## config.mk

```make
export PLATFORM = sky130hd
export DESIGN_NAME = sync_debounce_bank
export DESIGN_NICKNAME = d
export VERILOG_FILES = /design/src/rtl/sync_pkg.sv /design/src/rtl/sync_debounce_ch.sv /design/src/rtl/sync_debounce_bank.sv
export SDC_FILE = /design/constraint.sdc
export NUM_CORES = 1
export LEC_CHECK = 0
export CAP_MARGIN = 20
export CORE_UTILIZATION = 52
export CTS_CLUSTER_DIAMETER = 200
export DETAILED_ROUTE_END_ITERATION = 10
export PLACE_DENSITY = 0.78
export SYNTH_ARGS = -nofsm -noshare
export SYNTH_HDL_FRONTEND = slang
export SYNTH_SLANG_ARGS = --single-unit
```

## constraint.sdc

```tcl
create_clock -name clk -period 1.64 [get_ports clk]
set_input_delay 0.246 -clock clk [delete_from_list [all_inputs] [get_ports clk]]
set_output_delay 0.246 -clock clk [all_outputs]
set_load 0.02 [all_outputs]
```

## src/rtl/sync_pkg.sv

```systemverilog
// ---------------------------------------------------------------------------
// sync_pkg
// Shared definitions for the sync_debounce_bank input conditioning block.
//   SYNC_MIN_STAGES : smallest legal synchronizer depth
//   clog2()         : constant-evaluable ceiling log2, used to size the
//                     debounce counter
//   edge_pair_t     : per-channel {rise, fall} pulse pair
// ---------------------------------------------------------------------------
package sync_pkg;

    localparam int SYNC_MIN_STAGES = 2;

    // Ceiling log2; returns 0 for inputs of 0 or 1.
    function automatic int clog2(input int value);
        int result;
        int remain;
        result = 0;
        remain = value - 1;
        while (remain > 0) begin
            result = result + 1;
            remain = remain >> 1;
        end
        return result;
    endfunction

    typedef struct packed {
        logic rise;
        logic fall;
    } edge_pair_t;

endpackage

```

## src/rtl/sync_debounce_ch.sv

```systemverilog
// ---------------------------------------------------------------------------
// sync_debounce_ch
// One channel of the debounce bank: STAGES-deep metastability chain, a
// saturating-free debounce counter, the accepted (stable) level and
// registered one-cycle rise/fall pulses.
//
// Optional feature macro: SYNC_DEBOUNCE_STICKY_EN adds a sticky rise flag
// (set by a rise pulse, cleared by clr; set wins).
//
// Ports:
//   clk        in   system clock, rising edge
//   R          in   synchronous active-high reset
//   sig        in   asynchronous raw input
//   clr        in   sticky clear          (SYNC_DEBOUNCE_STICKY_EN only)
//   sticky     out  sticky rise flag      (SYNC_DEBOUNCE_STICKY_EN only)
//   sig_sync   out  last synchronizer stage (undebounced)
//   sig_stable out  debounced level
//   rise       out  one-cycle pulse on sig_stable 0->1
//   fall       out  one-cycle pulse on sig_stable 1->0
// ---------------------------------------------------------------------------
module sync_debounce_ch
    import sync_pkg::*;
#(
    parameter int STAGES          = 2,
    parameter int DEBOUNCE_CYCLES = 16,
    parameter int CNT_W           = 5
) (
    input  logic clk,
    input  logic R,
    input  logic sig,
`ifdef SYNC_DEBOUNCE_STICKY_EN
    input  logic clr,
    output logic sticky,
`endif
    output logic sig_sync,
    output logic sig_stable,
    output logic rise,
    output logic fall
);

    if (STAGES < SYNC_MIN_STAGES) begin : g_bad_stages
        $error("sync_debounce_ch: STAGES must be at least 2");
    end

    // Terminal count: the last cycle of disagreement before acceptance.
    localparam logic [CNT_W-1:0] TERM_CNT = CNT_W'(DEBOUNCE_CYCLES - 1);

    logic [STAGES-1:0] chain_q, chain_d;
    logic [CNT_W-1:0]  cnt_q, cnt_d;
    logic              stable_q, stable_d;
    edge_pair_t        edges_q, edges_d;

    always_comb begin
        chain_d  = {chain_q[STAGES-2:0], sig};
        cnt_d    = '0;
        stable_d = stable_q;
        edges_d  = '0;
        if (chain_q[STAGES-1] != stable_q) begin
            if (cnt_q == TERM_CNT) begin
                // Disagreement held long enough: accept and pulse once.
                stable_d     = chain_q[STAGES-1];
                edges_d.rise = chain_q[STAGES-1];
                edges_d.fall = ~chain_q[STAGES-1];
            end else begin
                cnt_d = cnt_q + 1'b1;
            end
        end
        // Agreement (glitch returned) leaves cnt_d at its cleared default.
    end

    always_ff @(posedge clk) begin
        if (R) begin
            chain_q  <= '0;
            cnt_q    <= '0;
            stable_q <= 1'b0;
            edges_q  <= '0;
        end else begin
            chain_q  <= chain_d;
            cnt_q    <= cnt_d;
            stable_q <= stable_d;
            edges_q  <= edges_d;
        end
    end

    assign sig_sync   = chain_q[STAGES-1];
    assign sig_stable = stable_q;
    assign rise       = edges_q.rise;
    assign fall       = edges_q.fall;

`ifdef SYNC_DEBOUNCE_STICKY_EN
    logic sticky_q, sticky_d;

    // Keyed off the next-state rise so the flag appears with the pulse;
    // a coincident clear loses to the set.
    always_comb begin
        sticky_d = sticky_q;
        if (edges_d.rise) begin
            sticky_d = 1'b1;
        end else if (clr) begin
            sticky_d = 1'b0;
        end
    end

    always_ff @(posedge clk) begin
        if (R) begin
            sticky_q <= 1'b0;
        end else begin
            sticky_q <= sticky_d;
        end
    end

    assign sticky = sticky_q;
`endif

endmodule

```

## src/rtl/sync_debounce_bank.sv

```systemverilog
// ---------------------------------------------------------------------------
// sync_debounce_bank
// Multi-channel input conditioner: per channel a metastability chain,
// a counter-based debouncer and one-cycle rise/fall pulse generators.
// Channels are independent; this level only slices the buses.
//
// Optional feature macro: SYNC_DEBOUNCE_STICKY_EN adds clr/sticky buses.
//
// Ports:
//   clk        in   system clock, rising edge
//   R          in   synchronous active-high reset
//   sig        in   [CHANNELS] asynchronous raw inputs
//   clr        in   [CHANNELS] sticky clears (SYNC_DEBOUNCE_STICKY_EN only)
//   sticky     out  [CHANNELS] sticky rise flags (SYNC_DEBOUNCE_STICKY_EN only)
//   sig_sync   out  [CHANNELS] synchronized, undebounced levels
//   sig_stable out  [CHANNELS] debounced levels
//   rise       out  [CHANNELS] one-cycle rising-edge pulses
//   fall       out  [CHANNELS] one-cycle falling-edge pulses
// ---------------------------------------------------------------------------
module sync_debounce_bank
    import sync_pkg::*;
#(
    parameter int CHANNELS        = 4,
    parameter int STAGES          = 2,
    parameter int DEBOUNCE_CYCLES = 16
) (
    input  logic                clk,
    input  logic                R,
    input  logic [CHANNELS-1:0] sig,
`ifdef SYNC_DEBOUNCE_STICKY_EN
    input  logic [CHANNELS-1:0] clr,
    output logic [CHANNELS-1:0] sticky,
`endif
    output logic [CHANNELS-1:0] sig_sync,
    output logic [CHANNELS-1:0] sig_stable,
    output logic [CHANNELS-1:0] rise,
    output logic [CHANNELS-1:0] fall
);

    localparam int CNT_W = clog2(DEBOUNCE_CYCLES + 1);

    for (genvar gi = 0; gi < CHANNELS; gi++) begin : g_ch
        sync_debounce_ch #(
            .STAGES          (STAGES),
            .DEBOUNCE_CYCLES (DEBOUNCE_CYCLES),
            .CNT_W           (CNT_W)
        ) u_ch (
            .clk        (clk),
            .R          (R),
            .sig        (sig[gi]),
`ifdef SYNC_DEBOUNCE_STICKY_EN
            .clr        (clr[gi]),
            .sticky     (sticky[gi]),
`endif
            .sig_sync   (sig_sync[gi]),
            .sig_stable (sig_stable[gi]),
            .rise       (rise[gi]),
            .fall       (fall[gi])
        );
    end

endmodule

```

==> results.cfg <==
[clock_network]
clkSinkCount = 40
cts_buffers = 5
cts_setup_buffers = 0
hold_buffers = 0
path_clk_slew_ns = 0.12
worstSkewPairLatency_ns = 0.35
cts_tree = done
ctsLongestPathBuffers = 2
htreeDepth = 2
cts_root_buf = clkbuf_4

[hold_path]
whs_path_depth = 1
hp-class = flop to flop

[logic_synthesis]
synth.yosys.seq_area_share = 0.5220
syn-cell-area_sq_um = 1534
synth_area_leaders = dfxtp_1 (52%), buf_4 (7.8%), and4bb_2 (6.5%)
synth_cells = 142
yosys_register_bits = 40
synth_warnings = 0
yosysTopAreaCell = dfxtp_1
yosysTopAreaCellShare = 0.5220
syn_nets = 156
yosysUniqueCellTypes = 14
syn_avg_cell_area_sq_um = 10.80

[grt]
grt_pass1_vias = 860
grt-ovfl-total = 0
grt_max_degree = 25
track_usage = 0.1485
grt_pass1_wl_mm = 3.539
antenna_found_initial = 0

[route]
vias = 911
drtPass1Iterations = 4
via_per_inst = 4.924
dr_wl_met2_um = 948
ant_nets = 0
wl_mm = 2.013
drtIter0Drc = 9
drc = 0
wl_met1_um = 897
wl_per_cell_um = 10.88
highest_layer = met4
wl_met3_um = 101

[critical_path]
critPathRequiredTime_ns = 1.94
r2r_slack_ns = 0.09
worstReg2RegStart = g_ch[0].u_ch.cnt_q[0]$_SDFF_PP0_
crit_path_end_kind = flop
worstPathMaxFanout = 5
startpoint = g_ch[0].u_ch.cnt_q[0]$_SDFF_PP0_
endpoint = g_ch[0].u_ch.cnt_q[2]$_SDFF_PP0_
critPathKind = flop to flop
critPathLaunchType = flop
reg2reg_depth = 5
worst_ep_arrival_time_ns = 1.85
reg2reg_to = g_ch[0].u_ch.cnt_q[2]$_SDFF_PP0_

[finish]
finalInstanceArea_sq_um = 1742
syn2layout_area_growth_pct = 13.54
fin_util = 0.6262
drive_gt1_frac = 0.1494
n_antenna_cell = 0
final_net_count = 167

[sta]
skew_ns = 0.01177
fin_setup_tns_ns = 0
maxSlewHeadroom = 0.8494
post-route-period-util = 0.9448
worst_pin_slew_ns = 0.2256
setup_viol = 0
fin_crit_ns = 1.549
fmax_ghz = 0.6454
slew_viol_final = 0
hold_violations = 0
layout_setup_ws_ns = 0.09059
rsz0062_at_grt = no

[die]
dieArea_sq_um = 3171
ios = 22
coreArea_sq_um = 2781
rows = 19
initial_utilization = 0.5515
die_w_um = 56.32
die_h_um = 56.32

[placed_design]
routabilityCongestion = 0.6939
port_buffers = 21
placed_area_sq_um = 1675
dp_slack_ns = 0.05315
dpl.hpwl_mm = 1.434

[flow_run]
max_cap_violations = 0

[outcome]
status = finished, final reports clean

[pwr]
irDropWorstVdd_mv = 0.7017
powerDensity_nw_per_um2 = 896.6
power.leakage_nw = 0.7122
## layout by cell type (no fill, tap or decap)
cell | netlist | layout
and3_1 | 4 | 4
nor2_1 | 24 | 24
inv_1 | 8 | 8
clkbuf_8 | 0 | 1
nor2b_1 | 8 | 8
dfxtp_2 | 0 | 1
dlygate4sd2_1 | 0 | 6
clkbuf_1 | 2 | 1
nand3_1 | 4 | 4
clkbuf_4 | 0 | 5
clkdlybuf4s50_1 | 0 | 13
or3_4 | 4 | 4
buf_12 | 0 | 1
ha_2 | 0 | 2
ha_1 | 8 | 6
dlymetal6s2s_1 | 0 | 2
and4bb_2 | 8 | 8
xnor2_1 | 8 | 8
clkinvlp_4 | 0 | 1
mux2i_1 | 4 | 4
dfxtp_1 | 40 | 39
xor2_1 | 4 | 4
## logic make-up after synthesis
logic type               count (synthesis)  share of synthesized area
XOR/XNOR                                12                    0.06851
adder cells (fa/ha/maj)                  8                    0.06526
buffers and inverters                   26                     0.1028
flip-flops                              40                     0.5220
multiplexers                             4                    0.02610
AND/OR/NAND/NOR                         52                     0.2153
## stage by stage
| step | instances | hold WS (ns) | power [mW] |
|---|---|---|---|
| global placement | 177 | 0.4213 | 1.073 |
| CTS | 185 | 0.4280 | 1.587 |
| global route | 185 | 0.4351 | 1.626 |
| floorplan | 142 | 0.3742 | 1.048 |
| detailed placement | 177 | 0.4258 | 1.075 |
| finish | 185 | 0.4436 | 1.562 |
## worst min-delay path by stage
stage	start	end
6_report	g_ch[3].u_ch.cnt_q[0]$_SDFF_PP0_	g_ch[3].u_ch.cnt_q[0]$_SDFF_PP0_
4_1_cts	sig[2]	g_ch[2].u_ch.chain_q[0]$_SDFF_PP0_
3_3_place_gp	g_ch[1].u_ch.chain_q[0]$_SDFF_PP0_	g_ch[1].u_ch.chain_q[1]$_SDFF_PP0_
3_5_place_dp	g_ch[0].u_ch.chain_q[0]$_SDFF_PP0_	g_ch[0].u_ch.chain_q[1]$_SDFF_PP0_
2_1_floorplan	sig[0]	g_ch[0].u_ch.chain_q[0]$_SDFF_PP0_
5_1_grt	sig[2]	g_ch[2].u_ch.chain_q[0]$_SDFF_PP0_
## final cells by class
class                      instances  area [sq um]
fill                             231          1040
sequential                        40         802.0
multi-input combinational         76         580.6
timing repair buffer              22         227.7
clock buffer                       7         55.05
tap                               31         38.79
inverter                           8         30.03
clock inverter                     1         7.507
## timing repair
action                                 CTS  global route
setup endpoints to repair                6             8
resized for setup                        6             5
cloned                                   0             0
pin swaps                                0             0
endpoints found under the hold margin    0             0
## flip-flops by register name, indices dropped and copies added (netlist names)
name	cells
g_ch.u_ch.fall	4
g_ch.u_ch.chain_q	8
g_ch.u_ch.rise	4
g_ch.u_ch.sig_stable	4
g_ch.u_ch.cnt_q	20
## synthesized netlist by cell type
library cell	count
nor2_1	24
or3_4	4
xor2_1	4
buf_4	16
and4bb_2	8
dfxtp_1	40
xnor2_1	8
nand3_1	4
nor2b_1	8
mux2i_1	4
ha_1	8
and3_1	4
inv_1	8
clkbuf_1	2
## where the power goes
group	leakage [nW]	total (mW)	switching, mW	internal, mW
Clock	0.0315	0.511	0.301	0.210
Sequential	0.325	0.992	0.00840	0.983
Combinational	0.356	0.0584	0.0242	0.0341
## worst max-delay path, stage by stage, from the launching register on
cell	delay, ns
dfxtp_1	0.34
ha_1	0.22
and3_1	0.19
ha_1	0.22
or3_4	0.43
nor2_1	0.11
## per-layer routing
| metal | track usage | up-vias |
|---|---|---|
| met5 | 0 | - |
| met4 | 0.1045 | 0 |
| met3 | 0.04839 | 8 |
| met2 | 0.2330 | 21 |
| met1 | 0.1701 | 414 |
| li1 | - | 468 |
Note: power is estimated with default switching activity, not from simulation.
==> RTL edit, RTL diff (same settings) <==
`CHANNELS`: 4 -> 2.
--- a/src/rtl/sync_debounce_bank.sv
+++ b/src/rtl/sync_debounce_bank.sv
@@ -22,3 +22,3 @@
 #(
-    parameter int CHANNELS        = 4,
+    parameter int CHANNELS        = 2,
     parameter int STAGES          = 2,
Ports: changed (5 resized); port bits go from 22 to 12. No check against the original RTL was run, so the function may have changed too.
==> RTL edit against the unedited design <==
  * Synthesized area decreased by 50%
  * Power decreased by 53%
  * Setup slack better by 0.030 ns
  * Final area is 49% lower
  * Routed wire length decreased by 51%
  * Clock power shrank 58%
  * Clock skew is 0.0090 ns lower
  * Die area decreased by 49%
  * Core utilization rose by 3.3 points
  * Sequential share of layout area fell by 0.53 points
  * Sequential power down 50%
  * Count of clock-buffer cells in the layout fell by 4
  * Sequential cell count down 20
  * Critical path type unchanged
  * Critical endpoint unchanged
  * Largest cell class unchanged
==> RTL edit: results (changes against the unedited design) <==
* Number of global-route vias before repair at 401 (-53%)
* DPL Wire Length at 734.5 µm (-49%)
* Global Route Usage Sum at 17.01% (+2.2 points)
* Status: finished clean
* First-pass GRT wire length at 1711 µm (-52%)
* Leading registers by flop count: g_ch.u_ch.cnt_q: 10 flops, g_ch.u_ch.chain_q: 4 flops
* Final std cells w/o fill at 92 (-50%)
* Worst-path clk slew at 0.10 ns (-0.02 ns)
* Met2 wire length at 447 µm (-53%)
* Measured slew at the worst slew-check pin at 0.2449 ns (+0.01929 ns)
* Top Metal Used: met3
* Met3 Routed Length at 54 µm (-47%)
* Mapped Nets at 79 (-49%)
* GR Util met2 at 26.98% (+3.7 points)
* Met3 Use GR at 8.333% (+3.5 points)
* Pleak at 0.0003941 µW (-45%)
* H-tree depth at 1 (-1)
* Avg Inst Size Synth at 10.80 µm² (about the same)
* Min-delay src: g_ch[0].u_ch.cnt_q[0]
* Post-place setup slack at 0.07264 ns (+0.01949 ns)
* Top cells by instance count after synthesis: 20 x dfxtp_1, 12 x nor2_1, 8 x buf_4
* Total CTS buffers at 3 (-2)
* Layout Skew at 0.002743 ns (-0.009026 ns)
* IO Port Bufs at 11 (-48%)
* Cell count after placement at 89 (-50%)
* Crit path arrival time at 1.74 ns (-0.11 ns)
* DRT iter0 DRCs at 2 (-7)
* Vias at 449 (-51%)
* GPL Wtd Cong at 0.6585 (-5.1%)
* Per-cell routed wire length at 10.64 µm (-2.2%)
-- RTL edit: cell count changes after synthesis, moves of 4 or more --
cell | unedited run | this run
and4bb_2 | 8 | 4
buf_4 | 16 | 8
dfxtp_1 | 40 | 20
ha_1 | 8 | 4
inv_1 | 8 | 4
nor2_1 | 24 | 12
nor2b_1 | 8 | 4
xnor2_1 | 8 | 4
-- RTL edit: cell type report --
| class | instances | area, µm² |
|---|---|---|
| multi-input cells | 38 | 295.3 |
| flip-flops and latches | 20 | 400.4 |
| fillers | 101 | 454.2 |
| inverters | 4 | 15.01 |
| clock buffers | 3 | 22.52 |
| repair buffers | 12 | 127.6 |
| well taps | 15 | 18.77 |
-- RTL edit: kinds of logic after synthesis --
group	count (synthesis)
and+or+nand+nor	26
buffers and inverters	13
muxes	2
adders and majority gates	4
DFF	20
xor gates and xnor gates	6
-- RTL edit: repair_timing --
action | 4_1_cts | 5_1_grt
setup buffers | 0 | 0
resized for setup | 0 | 7
endpoints found under the setup margin | 0 | 6
-- RTL edit: worst paths after layout --
check             slack (ns)                     to  cells past startpoint
setup / recovery        0.12  g_ch[0].u_ch.cnt_q[2]                      5
hold / removal          0.44  g_ch[0].u_ch.cnt_q[0]                      1
setup reg to reg        0.12  g_ch[0].u_ch.cnt_q[2]                      5
hold reg to reg         0.44  g_ch[0].u_ch.cnt_q[0]                      1
-- RTL edit: worst max-delay path, cell delays in order, from the launching register on --
cell	delay, ns
dfxtp_1	0.33
ha_1	0.21
and3_1	0.19
ha_2	0.19
or3_4	0.42
nor2_1	0.11
-- RTL edit: power by group --
| part | internal (µW) | total (µW) | switching, µW |
|---|---|---|---|
| Clock | 85.2 | 213 | 128 |
| Combinational | 17.9 | 29.6 | 11.7 |
| Sequential | 491 | 495 | 3.88 |
